## src/rtl/video_timing_pkg.sv

```systemverilog
// ---------------------------------------------------------------------------
// video_timing_pkg
// Shared helpers for the video timing generator:
//   - axis_total   : total count of one axis (visible + porches + pulse)
//   - sync_first   : first count value inside the sync pulse
//   - sync_last    : last count value inside the sync pulse
//   - sync_level   : maps a logical "sync active" flag onto the pin level
//   - POLARITY_*   : polarity encodings for the C_*sync_polarity parameters
// ---------------------------------------------------------------------------
package video_timing_pkg;

    localparam bit POLARITY_ACTIVE_LOW  = 1'b0;
    localparam bit POLARITY_ACTIVE_HIGH = 1'b1;

    function automatic int axis_total(int res, int fp, int pulse, int bp);
        return res + fp + pulse + bp;
    endfunction

    function automatic int sync_first(int res, int fp);
        return res + fp;
    endfunction

    function automatic int sync_last(int res, int fp, int pulse);
        return res + fp + pulse - 1;
    endfunction

    // Pin level for a sync signal: an active-low output (polarity 0) drives 0
    // while active and 1 while idle.
    function automatic logic sync_level(logic active, bit polarity);
        return active ^ ~polarity;
    endfunction

endpackage

```

## src/rtl/vga_timing_gen_timing_axis.sv

```systemverilog
// ---------------------------------------------------------------------------
// timing_axis
// One-dimensional timing counter: counts 0..TOTAL-1 while advance is high and
// decodes the visible window and the sync window from the current count.
// Ports:
//   clk, reset   : clock, asynchronous active-high reset
//   advance      : count step qualifier
//   count        : current position on this axis
//   visible      : count lies inside the visible area
//   sync_active  : count lies inside the sync pulse window
//   carry        : count is the last value of the axis (wraps on next advance)
// ---------------------------------------------------------------------------
module timing_axis
    import video_timing_pkg::*;
#(
    parameter int C_res   = 1024,
    parameter int C_fp    = 16,
    parameter int C_pulse = 96,
    parameter int C_bp    = 44,
    parameter int C_bits  = 11
) (
    input  logic              clk,
    input  logic              reset,
    input  logic              advance,
    output logic [C_bits-1:0] count,
    output logic              visible,
    output logic              sync_active,
    output logic              carry
);

    localparam int TOTAL = axis_total(C_res, C_fp, C_pulse, C_bp);
    localparam logic [C_bits-1:0] LAST       = C_bits'(TOTAL - 1);
    localparam logic [C_bits-1:0] RES        = C_bits'(C_res);
    localparam logic [C_bits-1:0] SYNC_FIRST = C_bits'(sync_first(C_res, C_fp));
    localparam logic [C_bits-1:0] SYNC_LAST  = C_bits'(sync_last(C_res, C_fp, C_pulse));

    always_ff @(posedge clk or posedge reset) begin
        if (reset) begin
            count <= '0;
        end else if (advance) begin
            count <= carry ? '0 : count + 1'b1;
        end
    end

    assign carry       = (count == LAST);
    assign visible     = (count < RES);
    assign sync_active = (count >= SYNC_FIRST) && (count <= SYNC_LAST);

endmodule

```

## src/rtl/vga_timing_gen.sv

```systemverilog
// ---------------------------------------------------------------------------
// vga_timing_gen
// Parametrised VGA-style timing generator in the clk_pixel domain. All
// outputs are registered one cycle after the h/v counter state. fetch_x /
// fetch_y lead out_x / out_y by C_lookahead enabled cycles for framebuffer
// prefetch.
// Optional feature macro: VGA_TEST_PICTURE_EN
//   defined   : vga_r/g/b carry a test pattern derived from the coordinates
//   undefined : vga_r/g/b are tied to 0
// Ports:
//   clk_pixel, reset        : pixel clock, asynchronous active-high reset
//   enable                  : pixel clock enable, low freezes all state
//   out_x, out_y            : current pixel coordinates
//   fetch_x, fetch_y        : coordinates C_lookahead pixels ahead
//   fetch_valid             : fetch position lies in the visible area
//   vga_hsync, vga_vsync    : sync outputs, level set by C_*sync_polarity
//   vga_blank               : outside the visible area
//   line_start, frame_start : strobes at h==0 / h==0,v==0 (hold while !enable)
//   vga_r, vga_g, vga_b     : test colour
// ---------------------------------------------------------------------------
module vga_timing_gen
    import video_timing_pkg::*;
#(
    parameter int C_resolution_x      = 1024,
    parameter int C_hsync_front_porch = 16,
    parameter int C_hsync_pulse       = 96,
    parameter int C_hsync_back_porch  = 44,
    parameter int C_resolution_y      = 768,
    parameter int C_vsync_front_porch = 10,
    parameter int C_vsync_pulse       = 2,
    parameter int C_vsync_back_porch  = 31,
    parameter int C_bits_x            = 11,
    parameter int C_bits_y            = 11,
    parameter bit C_hsync_polarity    = POLARITY_ACTIVE_LOW,
    parameter bit C_vsync_polarity    = POLARITY_ACTIVE_LOW,
    parameter int C_lookahead         = 2,
    parameter int C_depth             = 2
) (
    input  logic                clk_pixel,
    input  logic                reset,
    input  logic                enable,
    output logic [C_bits_x-1:0] out_x,
    output logic [C_bits_y-1:0] out_y,
    output logic [C_bits_x-1:0] fetch_x,
    output logic [C_bits_y-1:0] fetch_y,
    output logic                fetch_valid,
    output logic                vga_hsync,
    output logic                vga_vsync,
    output logic                vga_blank,
    output logic                line_start,
    output logic                frame_start,
    output logic [C_depth-1:0]  vga_r,
    output logic [C_depth-1:0]  vga_g,
    output logic [C_depth-1:0]  vga_b
);

    localparam int H_TOTAL = axis_total(C_resolution_x, C_hsync_front_porch,
                                        C_hsync_pulse, C_hsync_back_porch);
    localparam int V_TOTAL = axis_total(C_resolution_y, C_vsync_front_porch,
                                        C_vsync_pulse, C_vsync_back_porch);
    localparam logic [C_bits_x-1:0] RES_X = C_bits_x'(C_resolution_x);
    localparam logic [C_bits_y-1:0] RES_Y = C_bits_y'(C_resolution_y);

    // Lookahead position seen while the counters sit at (0,0) in reset.
    localparam logic [C_bits_x-1:0] FETCH_X_RESET = C_bits_x'(C_lookahead % H_TOTAL);
    localparam logic [C_bits_y-1:0] FETCH_Y_RESET = C_bits_y'((C_lookahead / H_TOTAL) % V_TOTAL);

    logic [C_bits_x-1:0] h;
    logic [C_bits_y-1:0] v;
    logic h_visible, h_sync, h_carry;
    logic v_visible, v_sync, v_carry;
    logic v_advance;

    int                  h_ahead;
    logic [C_bits_x-1:0] fetch_x_next;
    logic [C_bits_y-1:0] fetch_y_next;
    logic                fetch_valid_next;

    assign v_advance = enable & h_carry;

    timing_axis #(
        .C_res   (C_resolution_x),
        .C_fp    (C_hsync_front_porch),
        .C_pulse (C_hsync_pulse),
        .C_bp    (C_hsync_back_porch),
        .C_bits  (C_bits_x)
    ) u_h_axis (
        .clk         (clk_pixel),
        .reset       (reset),
        .advance     (enable),
        .count       (h),
        .visible     (h_visible),
        .sync_active (h_sync),
        .carry       (h_carry)
    );

    timing_axis #(
        .C_res   (C_resolution_y),
        .C_fp    (C_vsync_front_porch),
        .C_pulse (C_vsync_pulse),
        .C_bp    (C_vsync_back_porch),
        .C_bits  (C_bits_y)
    ) u_v_axis (
        .clk         (clk_pixel),
        .reset       (reset),
        .advance     (v_advance),
        .count       (v),
        .visible     (v_visible),
        .sync_active (v_sync),
        .carry       (v_carry)
    );

    // C_lookahead is below H_total, so at most one line wrap can occur and a
    // single subtraction brings the sum back into range.
    always_comb begin
        h_ahead      = int'(h) + C_lookahead;
        fetch_x_next = C_bits_x'(h_ahead);
        fetch_y_next = v;
        if (h_ahead >= H_TOTAL) begin
            fetch_x_next = C_bits_x'(h_ahead - H_TOTAL);
            fetch_y_next = v_carry ? '0 : v + 1'b1;
        end
        fetch_valid_next = (fetch_x_next < RES_X) && (fetch_y_next < RES_Y);
    end

    always_ff @(posedge clk_pixel or posedge reset) begin
        if (reset) begin
            out_x       <= '0;
            out_y       <= '0;
            fetch_x     <= FETCH_X_RESET;
            fetch_y     <= FETCH_Y_RESET;
            fetch_valid <= 1'b0;
            vga_blank   <= 1'b1;
            vga_hsync   <= sync_level(1'b0, C_hsync_polarity);
            vga_vsync   <= sync_level(1'b0, C_vsync_polarity);
            line_start  <= 1'b0;
            frame_start <= 1'b0;
        end else if (enable) begin
            out_x       <= h;
            out_y       <= v;
            fetch_x     <= fetch_x_next;
            fetch_y     <= fetch_y_next;
            fetch_valid <= fetch_valid_next;
            vga_blank   <= ~(h_visible & v_visible);
            vga_hsync   <= sync_level(h_sync, C_hsync_polarity);
            vga_vsync   <= sync_level(v_sync, C_vsync_polarity);
            line_start  <= (h == '0);
            frame_start <= (h == '0) && (v == '0);
        end
    end

`ifdef VGA_TEST_PICTURE_EN
    always_ff @(posedge clk_pixel or posedge reset) begin
        if (reset) begin
            vga_r <= '0;
            vga_g <= '0;
            vga_b <= '0;
        end else if (enable) begin
            if (h_visible && v_visible) begin
                vga_r <= h[C_depth-1:0];
                vga_g <= v[C_depth-1:0];
                vga_b <= h[C_depth-1:0] ^ v[C_depth-1:0];
            end else begin
                vga_r <= '0;
                vga_g <= '0;
                vga_b <= '0;
            end
        end
    end
`else
    assign vga_r = '0;
    assign vga_g = '0;
    assign vga_b = '0;
`endif

endmodule

```

## config.mk

```make
export PLATFORM = sky130hd
export DESIGN_NAME = vga_timing_gen
export DESIGN_NICKNAME = d
export VERILOG_FILES = /design/src/rtl/video_timing_pkg.sv /design/src/rtl/vga_timing_gen_timing_axis.sv /design/src/rtl/vga_timing_gen.sv
export SDC_FILE = /design/constraint.sdc
export NUM_CORES = 1
export LEC_CHECK = 0
export ABC_AREA = 1
export CAP_MARGIN = 25
export CORE_ASPECT_RATIO = 1.5
export CORE_MARGIN = 8
export CORE_UTILIZATION = 42
export CTS_BUF_LIST = sky130_fd_sc_hd__clkbuf_4 sky130_fd_sc_hd__clkbuf_8
export DETAILED_ROUTE_END_ITERATION = 16
export PLACE_DENSITY_LB_ADDON = 0.25
export SLEW_MARGIN = 20
export SYNTH_ARGS = -nofsm -noshare
export SYNTH_HDL_FRONTEND = slang
export SYNTH_SLANG_ARGS = --single-unit
```

## constraint.sdc

```tcl
create_clock -name clk_pixel -period 3.5 [get_ports clk_pixel]
set_clock_uncertainty 0.15 [all_clocks]
set_input_delay 1.05 -clock clk_pixel [delete_from_list [all_inputs] [get_ports clk_pixel]]
set_output_delay 1.05 -clock clk_pixel [all_outputs]
set_load 0.02 [all_outputs]
```

Word level (Yosys, flattened, before mapping). Cells that the tools add are included.

Add/sub/neg operators: 4. $lt $le $gt $ge: 9. Eq/ne operators: 2. Muxes and demuxes: 4. Bitwise operators: 5. Reductions and logical operators: 6.

Operator list (count): 11-bit 2-to-1 mux (4); 11-bit by 1-bit adder with 11-bit output, second input constant (2); 11-bit zero test (2); 11-bit by 10-bit < comparator with 1-bit output, second input constant (2); 11-bit < comparator, second input constant (2); 11-bit by 2-bit adder with 12-bit output, second input constant (1); 12-bit by 11-bit greater-or-equal comparator with 1-bit output, second input constant (1); 11-bit by 10-bit equality test with 1-bit output, second input constant (1); 11-bit equality test, second input constant (1); 11-bit by 10-bit greater-or-equal comparator with 1-bit output, second input constant (1); 11-bit greater-or-equal comparator, second input constant (1); 11-bit by 10-bit <= comparator with 1-bit output, second input constant (1); 11-bit <= comparator, second input constant (1); 11-bit subtractor, second input constant (1); 1-bit logical AND (4); 1-bit NOT (3); 1-bit AND (2).

Flip-flop bits (word level): 72. Input bits: 3. Output and inout bits: 56.

Logic depth before layout (Yosys ltp). Gate-level depths: netlist (run 1).

Word-level depth: 5. Mapped depth: 17. Gate-level depth less buffers: 16.

Cells and area by module. A second synthesis (run 1) with hierarchy kept.

Cells, all modules: 555. Area total of the unflattened synthesis: 4195.3 µm².

By module, submodules not included: vga_timing_gen (instances 1, cells each 347, area each 2740.1 µm², seq. area each 1231.2 µm²); timing_axis at u_h_axis (instances 1, cells each 101, area each 730.7 µm², seq. area each 275.3 µm²); timing_axis at u_v_axis (instances 1, cells each 107, area each 724.4 µm², seq. area each 275.3 µm²).

Least setup slack after synthesis (run 1). OpenSTA, ideal clock, no wires.

Path type: reg2reg. Start: reg u_h_axis.count[2]. End: reg fetch_valid. Setup time: 117 ps. Data arrival time: 2109 ps. Slack: 1123 ps. Stages on the path, launching flop included: 18. Cells stage by stage: dfrtp_1 > ha_1 > nand2_1 > inv_1 > nor2_1 > ha_1 > nand3_1 > nand3_1 > nand2_2 > nand2_2 > nand2_4 > nand3_4 > buf_6 > nand2_2 > nand2_1 > nand2_1 > nand3_1 > nand2_1.

Word-level cells in the longest chain between the ends: 5. Elaborated cells between the ends (all ways): 8. Those cells by class: 2 x add/sub; 3 x order compare; 2 x mux; 1 x reduce/logical.

Ends and longest elaborated chain: from (decl) (line vga_timing_gen_timing_axis.sv:25) `output logic [C_bits-1:0] count,`; from (signal assigned) (line vga_timing_gen_timing_axis.sv:41) `count <= carry ? '0 : count + 1'b1;`; 11-bit by 2-bit adder with 12-bit output (*) (line vga_timing_gen.sv:116) `h_ahead = int'(h) + C_lookahead;`; 11-bit subtractor or 12-bit by 11-bit greater-or-equal comparator with 1-bit output (tied branches) (line vga_timing_gen.sv:120, vga_timing_gen.sv:119); 11-bit 2-to-1 mux (line vga_timing_gen.sv:119) `if (h_ahead >= H_TOTAL) begin`; 11-bit < comparator or 11-bit by 10-bit < comparator with 1-bit output (tied branches) (line vga_timing_gen.sv:123) `fetch_valid_next = (fetch_x_next < RES_X) && (fetch_y_next < RES_Y);`; 1-bit logical AND (*) (line vga_timing_gen.sv:123); to (signal assigned) (line vga_timing_gen.sv:143) `fetch_valid <= fetch_valid_next;`; to (decl) (line vga_timing_gen.sv:46) `output logic fetch_valid,`.

Every way passes the cells marked *; elsewhere a longest branch is shown, timed or not. A chain may end at the register's enable or synchronous reset.

Worst setup path in the final report (run 1).
Start: reg u_h_axis.count[0]. End: reg u_v_axis.count[9].

Word-level cells in the longest chain between the ends: 2.

Ends and longest elaborated chain: 11-bit equality test (line vga_timing_gen_timing_axis.sv:45) `assign carry = (count == LAST);`; 1-bit AND (line vga_timing_gen.sv:79) `assign v_advance = enable & h_carry;`; to (signal assigned) (line vga_timing_gen_timing_axis.sv:41); to (decl) (line vga_timing_gen_timing_axis.sv:25).

No other way between the ends.

==> results of run 1 <==
==> routing by layer <==
metal | share of wire | wire, um | up-vias
met5 | 0 | 0 | -
met4 | 0.041 | 432 | 0
met3 | 0.049 | 509 | 30
met2 | 0.56 | 5820 | 92
met1 | 0.35 | 3700 | 1601
li1 | - | - | 1642
==> flip-flops by register name, summed over array words and instances (netlist names) <==
name            cells
frame_start         1
line_start          1
u_v_axis.count     11
fetch_valid         1
vga_blank           1
u_h_axis.count     11
out_x              11
vga_vsync           1
vga_hsync           1
fetch_y            11
out_y              11
fetch_x            10
==> power groups by stage <==
| stage | Clock, W | Combinational [W] | Sequential, W |
|---|---|---|---|
| after floorplan | 0 | 0.000594 | 0.00129 |
| after global placement | 0 | 0.00114 | 0.00117 |
| after detailed placement | 0 | 0.00115 | 0.00117 |
| after CTS | 0.000832 | 0.00116 | 0.00116 |
| after global routing | 0.000865 | 0.00127 | 0.00119 |
| final | 0.000807 | 0.00114 | 0.00116 |
==> area by class of cell <==
| class | instances | share of cell area |
|---|---|---|
| flip-flops and latches | 71 | 0.387 |
| inverters | 43 | 0.0350 |
| repair buffers | 57 | 0.124 |
| clock inverters | 6 | 0.0234 |
| well taps | 110 | 0.0299 |
| multi-input cells | 340 | 0.371 |
| clock buffers | 10 | 0.0299 |
==> worst min-delay path, cell delays in order, from the launching register on <==
cell	delay [ns]
dfrtp_1	0.35
nand2_1	0.05
nand2_1	0.05
==> kinds of logic after synthesis <==
family,after synthesis,synth area share
other,1,0.000991
muxes,1,0.00298
buffers and inverters,69,0.0817
adders and majority gates,9,0.0298
and+or+nand+nor,230,0.270
DFF,71,0.471
xor gates and xnor gates,6,0.0159
AOI/OAI and AO/OA,88,0.128
==> worst paths after layout <==
kind,cells after the start,slack [ns],from,to
setup / recovery,7,0.69,u_h_axis.count[0],u_v_axis.count[9]
hold / removal,2,0.34,fetch_x[4],fetch_x[4]
setup reg to reg,7,0.69,u_h_axis.count[0],u_v_axis.count[9]
hold reg to reg,2,0.34,fetch_x[4],fetch_x[4]
max in group asynchronous,3,1.58,reset,vga_vsync
min in group asynchronous,2,0.93,reset,fetch_x[10]
==> per-stage QoR <==
step / hold slack [ns] / util / std cells
global placement: 0.312 / 0.497 / 621
CTS: 0.336 / 0.525 / 637
detailed placement: 0.315 / 0.497 / 621
finish: 0.336 / 0.525 / 637
global route: 0.352 / 0.525 / 637
floorplan: 0.345 / - / 480
==> synthesized netlist by cell type, types with 7 or more instances <==
cell      number  area share
nand2_1      127        0.13
dfrtp_1       67        0.44
nor2_1        39       0.039
o21ai_0       39       0.052
inv_1         38       0.038
nand3_1       25       0.033
a21oi_1       18       0.024
clkbuf_1      13       0.013
o21ai_1       13       0.017
nand4_1       11       0.018
ha_1           9       0.030
buf_4          7       0.014
nand2_2        7       0.012
==> run_results.csv, run 1 <==
group,metric,value,unit
place,place_area,4360,um2
final_layout,areaGrowthSynthToFinish,21.8,%
worst_setup_path,cp_top_family,"simple AND/OR/NAND/NOR gates",
worst_setup_path,critical_path_peak_fanout,26,
worst_setup_path,critPathSlowestCell,"nand2_1",
power,p_sw,0.00119,W
place,gp_congestion,0.942,
sta,min_period,2.81,ns
detailed_routing,drt_first_pass_iters,5,
detailed_routing,vias,3365,
detailed_routing,drt_iter0_drc,171,
detailed_routing,ant_nets,0,
worst_setup_path,cp_num_buf_inv,1,
sta,tns,0,ns
worst_setup_path,cp_cell_sequence,"ha_1, nand2_1, inv_1, nand3_1, nor4_2, nand2_1, mux2_2",
worst_setup_path,crit_type,"flip-flop to flip-flop",
cts,numCtsBuffers,9,
floorplanning,core_area,8780,um2
power,p_int,0.00192,W
logic_synthesis,synth-async-reset-ratio,1.00,
power,pwr-share-comb,0.367,
power,switching_share,0.383,
logic_synthesis,netlist_area,3780,um2
global_routing,grt-ovfl-total,0,
place,dpl.hpwl,8000,um
global_routing,grtUsageMet2,0.325,
power,finalPower,0.00311,W
cts,insertion_delay,0.36,ns
sta,slew_headroom,0.451,
global_routing,met1_usage,0.175,
global_routing,grt_max_degree,48,
place,numPortBuffers,52,
power,pwr-share-seq,0.373,
floorplanning,start_util,0.431,
cts,cts_tree,"yes",
final_layout,fin_nets,534,
logic_synthesis,synth-warning-count,0,
power,power_frac_clock,0.259,
power,power_leakage,2.15,nW
global_routing,track_usage,0.179,
sta,finalSetupViolCount,0,
worst_setup_path,cp_data_required_time,3.59,ns
flow_run,maxCapViolCount,0,
worst_hold_path,holdCritPathClass,"flip-flop to flip-flop",
cts,cts_max_level,3,
sta,post-route-period-util,0.804,
sta,worst_slew_pin_slew,0.821,ns
cts,ctsResizeCount,0,
logic_synthesis,synth_edf_count,0,
detailed_routing,drt_wl_total,10500,um
place,post-place-ws,0.419,ns
global_routing,top_usage_layer,"met2",
floorplanning,dieWidth,93.5,um
worst_setup_path,critical_path.max_stage_delay,0.64,ns
logic_synthesis,synth_seq_cells,71,
global_routing,antenna_found_initial,0,
final_layout,layout-drive-gt1-share,0.0949,
detailed_routing,via_per_inst,5.28,
sta,hold_violations,0,
logic_synthesis,seq_area_frac_synth,0.471,
logic_synthesis,synth.distinct_cells,42,
worst_setup_path,endpoint_kind,"flip-flop",
logic_synthesis,syn_inst,475,
sta,fmax,355,MHz
outcome,outcome,"completed",
final_layout,most-common-layout-cells,"nand2_1, dfrtp_1, clkdlybuf4s50_1, nor2_1, o21ai_0",
global_routing,grt_pass1_wl,17300,um
sta,final-max-slew-violation-count,0,
power,power_density,675,nW/um2
worst_setup_path,worstPathArrival,2.91,ns
final_layout,seqCellArea,1780,um2
cts,clockBufferDepth,2,
global_routing,grt_pass1_vias,3428,
worst_setup_path,startpoint_type,"flip-flop",
detailed_routing,wl_per_cell,16.4,um
final_layout,stdcell_area,4610,um2
cts,cts_sinks,71,
cts,clk_pin_slew_worst_paths,0.08,ns
sta,setup_slack,0.686,ns
detailed_routing,drc,0,
final_layout,final_common_cell,"nand2_1",
global_routing,use_met3,0.0365,
power,ir_drop,0.309,mV
logic_synthesis,syn_avg_cell_area,7.97,um2
floorplanning,die_y,132,um
logic_synthesis,synth_ff_type,"dfrtp_1",
cts,cts-hold-fix-buffers,0,
sta,rsz0062_at_grt,"false",
cts,cts_setup_buffers,0,
final_layout,multi_input_area,1710,um2
cts,root_buffer,"clkbuf_8",
final_layout,fillers,849,
final_layout,antenna_cells,0,
floorplanning,ioPinCount,59,
floorplanning,dieArea,12400,um2
floorplanning,rows,42,
worst_setup_path,crit_top_cell,"nand2_1",
Power figures use the tool's default switching activity.
==> run 2: changes to the inputs <==
==> constraint.sdc (replaced) <==
create_clock -name clk_pixel -period 2.3 [get_ports clk_pixel]
set_clock_uncertainty 0.15 [all_clocks]
set_input_delay 0.69 -clock clk_pixel [delete_from_list [all_inputs] [get_ports clk_pixel]]
set_output_delay 0.69 -clock clk_pixel [all_outputs]
set_load 0.02 [all_outputs]
==> run_results.csv, run 2 (synthesis gave the netlist of run 1 again) <==
group,metric,value,unit
outcome,outcome,"complete, but fails checks",
outcome,violations,"negative setup slack",
floorplanning,rows,42,
final_layout,areaGrowthSynthToFinish,42.1,%
cts,root_buffer,"clkbuf_8",
worst_setup_path,crit_type,"flip-flop to flip-flop",
floorplanning,start_util,0.431,
detailed_routing,drt_iter0_drc,215,
sta,fmax,424,MHz
worst_setup_path,cp_cell_sequence,"buf_4, nand2_4, buf_6, nor2_4, nand2_2, nand2_2, inv_2, nand3_2, nand2_2, nand2_2, nand2_4, nand3_4, buf_12, buf_16, a21oi_1, o21ai_1, nand2_1",
final_layout,seqCellArea,1790,um2
sta,min_period,2.36,ns
flow_run,maxCapViolCount,0,
sta,finalSetupViolCount,3,
global_routing,grt_pass1_vias,3662,
detailed_routing,drt_wl_total,11600,um
sta,rsz0062_at_grt,"true",
worst_hold_path,holdCritPathClass,"flip-flop to flip-flop",
floorplanning,core_area,8780,um2
final_layout,multi_input_area,1990,um2
final_layout,layout-drive-gt1-share,0.271,
power,ir_drop,0.498,mV
floorplanning,dieWidth,93.5,um
cts,cts_sinks,71,
sta,final-max-slew-violation-count,0,
global_routing,track_usage,0.185,
worst_setup_path,startpoint_type,"flip-flop",
floorplanning,die_y,132,um
place,gp_congestion,0.917,
global_routing,grt-ovfl-total,0,
final_layout,most-common-layout-cells,"nand2_1, dfrtp_1, buf_4, clkdlybuf4s50_1, o21ai_0",
final_layout,final_common_cell,"nand2_1",
worst_setup_path,endpoint_kind,"flip-flop",
worst_setup_path,cp_data_required_time,2.45,ns
floorplanning,ioPinCount,59,
detailed_routing,vias,3698,
place,numPortBuffers,52,
final_layout,utilization,0.613,
place,dpl.hpwl,8020,um
global_routing,grt_max_degree,72,
cts,clockBufferDepth,2,
sta,tns,-0.0902,ns
place,dp_cells,656,
detailed_routing,ant_nets,0,
worst_setup_path,rr_worst_depth,17,
cts,cts_max_level,3,
final_layout,antenna_cells,0,
worst_setup_path,critPathSlowestCell,"dfrtp_2",
power,finalPower,0.00537,W
worst_setup_path,crit_top_cell,"nand2_2",
cts,cts-hold-fix-buffers,0,
worst_setup_path,critical_path.max_stage_delay,0.48,ns
cts,insertion_delay,0.35,ns
global_routing,antenna_found_initial,0,
sta,setup_slack,-0.0601,ns
cts,clk_pin_slew_worst_paths,0.08,ns
detailed_routing,wl_per_cell,16.7,um
detailed_routing,via_per_inst,5.31,
worst_setup_path,critical_path_peak_fanout,9,
cts,numCtsBuffers,9,
global_routing,grt_pass1_wl,18000,um
final_layout,stdcell_count,696,
place,post-place-ws,-0.117,ns
sta,hold_violations,0,
power,power_density,999,nW/um2
worst_hold_path,whs_path_depth,2,
power,power_leakage,2.47,nW
sta,post-route-period-util,1.03,
detailed_routing,drt_first_pass_iters,4,
final_layout,fillers,758,
final_layout,fin_nets,594,
cts,cts_tree,"yes",
detailed_routing,drc,0,
floorplanning,dieArea,12400,um2
worst_setup_path,worstPathArrival,2.51,ns
[run 2: cell count changes in the layout (fill, tap and decap cells not counted), sizes merged]
cell and change:
buf +58, bufinv -3, clkbuf +3, clkdlybuf4s50 -4, clkinv -1, clkinvlp +2, dlygate4sd2 +4, inv -1
nand3 +1
[run 2: final timing paths]
kind                              startpoint  slack, ns    endpoint
min reg2reg                         out_x[6]       0.32    out_x[6]
max                        u_h_axis.count[3]      -0.06  fetch_y[5]
min in group asynchronous              reset       0.64  fetch_y[5]
min                                 out_x[6]       0.32    out_x[6]
max in group asynchronous              reset       1.03   vga_hsync
max reg2reg                u_h_axis.count[3]      -0.06  fetch_y[5]
[run 2: cell type report]
| cell class | instances | share of cell area |
|---|---|---|
| clock inverter | 3 | 0.00372 |
| timing repair buffer | 116 | 0.208 |
| clock buffer | 12 | 0.0284 |
| inverter | 43 | 0.0312 |
| sequential | 71 | 0.332 |
| tap | 110 | 0.0256 |
| multi-input combinational | 341 | 0.371 |
[run 2: metal layers]
metal / up-vias / wire length [um] / GRT usage
met4: 0 / 530 / 0.117
met2: 113 / 6450 / 0.338
met3: 42 / 551 / 0.0405
met1: 1775 / 4080 / 0.178
met5: - / 0 / 0
li1: 1768 / - / -
[run 2: timing repair]
action                     4_1_cts  5_1_grt
setup buffers                   11       11
pin swaps                       10       26
setup endpoints to repair       18       34
gates cloned                     2        1
gates resized for setup         27       50
[run 2: power breakdown]
part / leakage, nW / internal (W) / switching [W]
logic: 1.49 / 0.00126 / 0.00147
clock network: 0.0853 / 0.000437 / 0.000462
registers: 0.896 / 0.00152 / 0.000234
total: 2.47 / 0.00321 / 0.00216
[run 2: critical path, delay by kind of cell, from the launching register on]
kind                   cells  cell delay, ns
AO/OA/AOI/OAI              2            0.24
buffers and inverters      5            0.67
flip-flops                 1            0.48
AND/OR/NAND/NOR           10            0.76
[run 2: metrics by stage]
step,hold slack [ns],instance area [um2]
2_1_floorplan,0.345,3810
3_3_place_gp,0.311,4670
3_5_place_dp,0.312,4670
4_1_cts,0.331,5070
5_1_grt,0.349,5380
6_report,0.323,5380
==> run 3: changes to the inputs <==
--- a/config.mk
+++ b/config.mk
@@ -11,8 +11,9 @@
 export CORE_MARGIN = 8
 export CORE_UTILIZATION = 42
 export CTS_BUF_LIST = sky130_fd_sc_hd__clkbuf_4 sky130_fd_sc_hd__clkbuf_8
+export CTS_CLUSTER_SIZE = 25
 export DETAILED_ROUTE_END_ITERATION = 16
-export PLACE_DENSITY_LB_ADDON = 0.25
+export PLACE_DENSITY = 0.67
 export SLEW_MARGIN = 20
 export SYNTH_ARGS = -nofsm -noshare
 export SYNTH_HDL_FRONTEND = slang
==> run_results.csv, run 3 (synthesis gave the netlist of run 1 again) <==
group,metric,value,unit
final_layout,fin_nets,592,
sta,slew_headroom,0.622,
global_routing,antenna_found_initial,0,
place,numPortBuffers,52,
sta,worst_slew_pin_slew,0.561,ns
detailed_routing,vias,3688,
worst_setup_path,critical_path_peak_fanout,7,
sta,post-route-period-util,1.01,
worst_setup_path,cp_cell_sequence,"ha_4, nor2_4, nor2_4, ha_4, nand3_4, nand3_2, nand2_2, nand2_2, nand2_4, nand3_4, buf_12, nand2_4, nand2_2, a31oi_1",
sta,tns,-0.0241,ns
cts,cts-hold-fix-buffers,0,
detailed_routing,ant_nets,0,
sta,setup_slack,-0.0129,ns
worst_setup_path,startpoint_type,"flip-flop",
global_routing,grt-ovfl-total,0,
floorplanning,start_util,0.431,
cts,clockBufferDepth,2,
outcome,violations,"negative setup slack",
final_layout,most-common-layout-cells,"nand2_1, dfrtp_1, buf_4, clkdlybuf4s50_1, o21ai_0",
detailed_routing,drt_wl_total,11900,um
global_routing,grt_max_degree,72,
cts,numCtsBuffers,9,
floorplanning,dieWidth,93.5,um
place,place_area,4690,um2
cts,cts_tree,"yes",
sta,min_period,2.31,ns
sta,fmax,432,MHz
global_routing,track_usage,0.192,
floorplanning,die_y,132,um
cts,root_buffer,"clkbuf_8",
detailed_routing,wl_per_cell,17.1,um
worst_setup_path,cp_data_required_time,2.43,ns
worst_setup_path,critPathSlowestCell,"dfrtp_2",
final_layout,layout-drive-gt1-share,0.260,
worst_setup_path,critical_path.max_stage_delay,0.44,ns
final_layout,utilization,0.609,
floorplanning,core_area,8780,um2
sta,final-max-slew-violation-count,0,
final_layout,areaGrowthSynthToFinish,41.3,%
final_layout,fillers,748,
place,gp_congestion,0.887,
sta,whs,0.325,ns
place,dpl.hpwl,8390,um
worst_setup_path,crit_type,"flip-flop to flip-flop",
cts,cts_sinks,71,
sta,rsz0062_at_grt,"true",
power,power_density,1030,nW/um2
flow_run,maxCapViolCount,0,
floorplanning,ioPinCount,59,
worst_hold_path,holdCritPathClass,"flip-flop to flip-flop",
final_layout,stdcell_area,5350,um2
final_layout,antenna_cells,0,
global_routing,grt_pass1_wl,18400,um
worst_setup_path,endpoint_kind,"flip-flop",
power,ir_drop,0.620,mV
floorplanning,dieArea,12400,um2
cts,cts_max_level,3,
power,power_leakage,2.47,nW
detailed_routing,drt_iter0_drc,226,
cts,insertion_delay,0.36,ns
sta,finalSetupViolCount,3,
worst_setup_path,worstPathArrival,2.44,ns
final_layout,final_common_cell,"nand2_1",
worst_setup_path,crit_top_cell,"nand2_2",
detailed_routing,drc,0,
floorplanning,rows,42,
detailed_routing,via_per_inst,5.31,
sta,hold_violations,0,
cts,clk_pin_slew_worst_paths,0.08,ns
detailed_routing,drt_first_pass_iters,4,
outcome,outcome,"complete, but fails checks",
global_routing,grt_pass1_vias,3675,
run 3: per-stage QoR:
| step | setup slack [ns] | power (W) | cells |
|---|---|---|---|
| 3_5_place_dp | -0.0995 | 0.00389 | 658 |
| 3_3_place_gp | -0.0459 | 0.00386 | 658 |
| 5_1_grt | -0.133 | 0.00584 | 695 |
| 2_1_floorplan | 0.0265 | 0.00287 | 480 |
| 6_report | -0.0129 | 0.00553 | 695 |
| 4_1_cts | 0.00380 | 0.00516 | 682 |
run 3: layer usage:
layer,part of all wire,vias to the layer above,track usage
met2,0.56,92,0.351
met1,0.36,1793,0.189
met3,0.033,39,0.0393
met4,0.044,0,0.121
met5,0,-,0
li1,-,1764,-
run 3: layout make-up:
type                            instances  area (um2)  share of cell area
Clock buffer                           10         138              0.0257
Clock inverter                          6        83.8              0.0157
Sequential cell                        71        1790               0.334
Multi-Input combinational cell        341        1970               0.369
Inverter                               43         165              0.0309
Tap cell                              110         138              0.0257
Timing Repair Buffer                  114        1070               0.199
run 3: repair_timing:
item	4_1_cts	5_1_grt
setup endpoints to repair	21	34
cloned	2	0
resized for setup	16	52
buffers inserted	6	13
pin swaps	7	34
run 3: report_power, final:
group | switching [W] | internal (W)
Combinational | 0.00146 | 0.00120
Sequential | 0.000238 | 0.00152
Clock | 0.000481 | 0.000636
run 3: critical path, delay by kind of cell, from the launching register on:
kind | cells | cell delay, ns
AO/OA/AOI/OAI | 1 | 0.17
adder cells (fa/ha/maj) | 2 | 0.37
buffers and inverters | 1 | 0.20
flip-flops | 1 | 0.44
AND/OR/NAND/NOR | 10 | 0.90
run 3: path summary, 6_finish.rpt:
check	startpoint	endpoint	slack, ns	cells after the start
worst max register to register	u_h_axis.count[1]	fetch_x[9]	-0.01	14
min in group asynchronous	reset	u_v_axis.count[5]	0.62	3
max in group asynchronous	reset	vga_hsync	1.03	3
worst min register to register	out_x[6]	out_x[6]	0.33	2
worst max-delay path	u_h_axis.count[1]	fetch_x[9]	-0.01	14
worst min-delay path	out_x[6]	out_x[6]	0.33	2
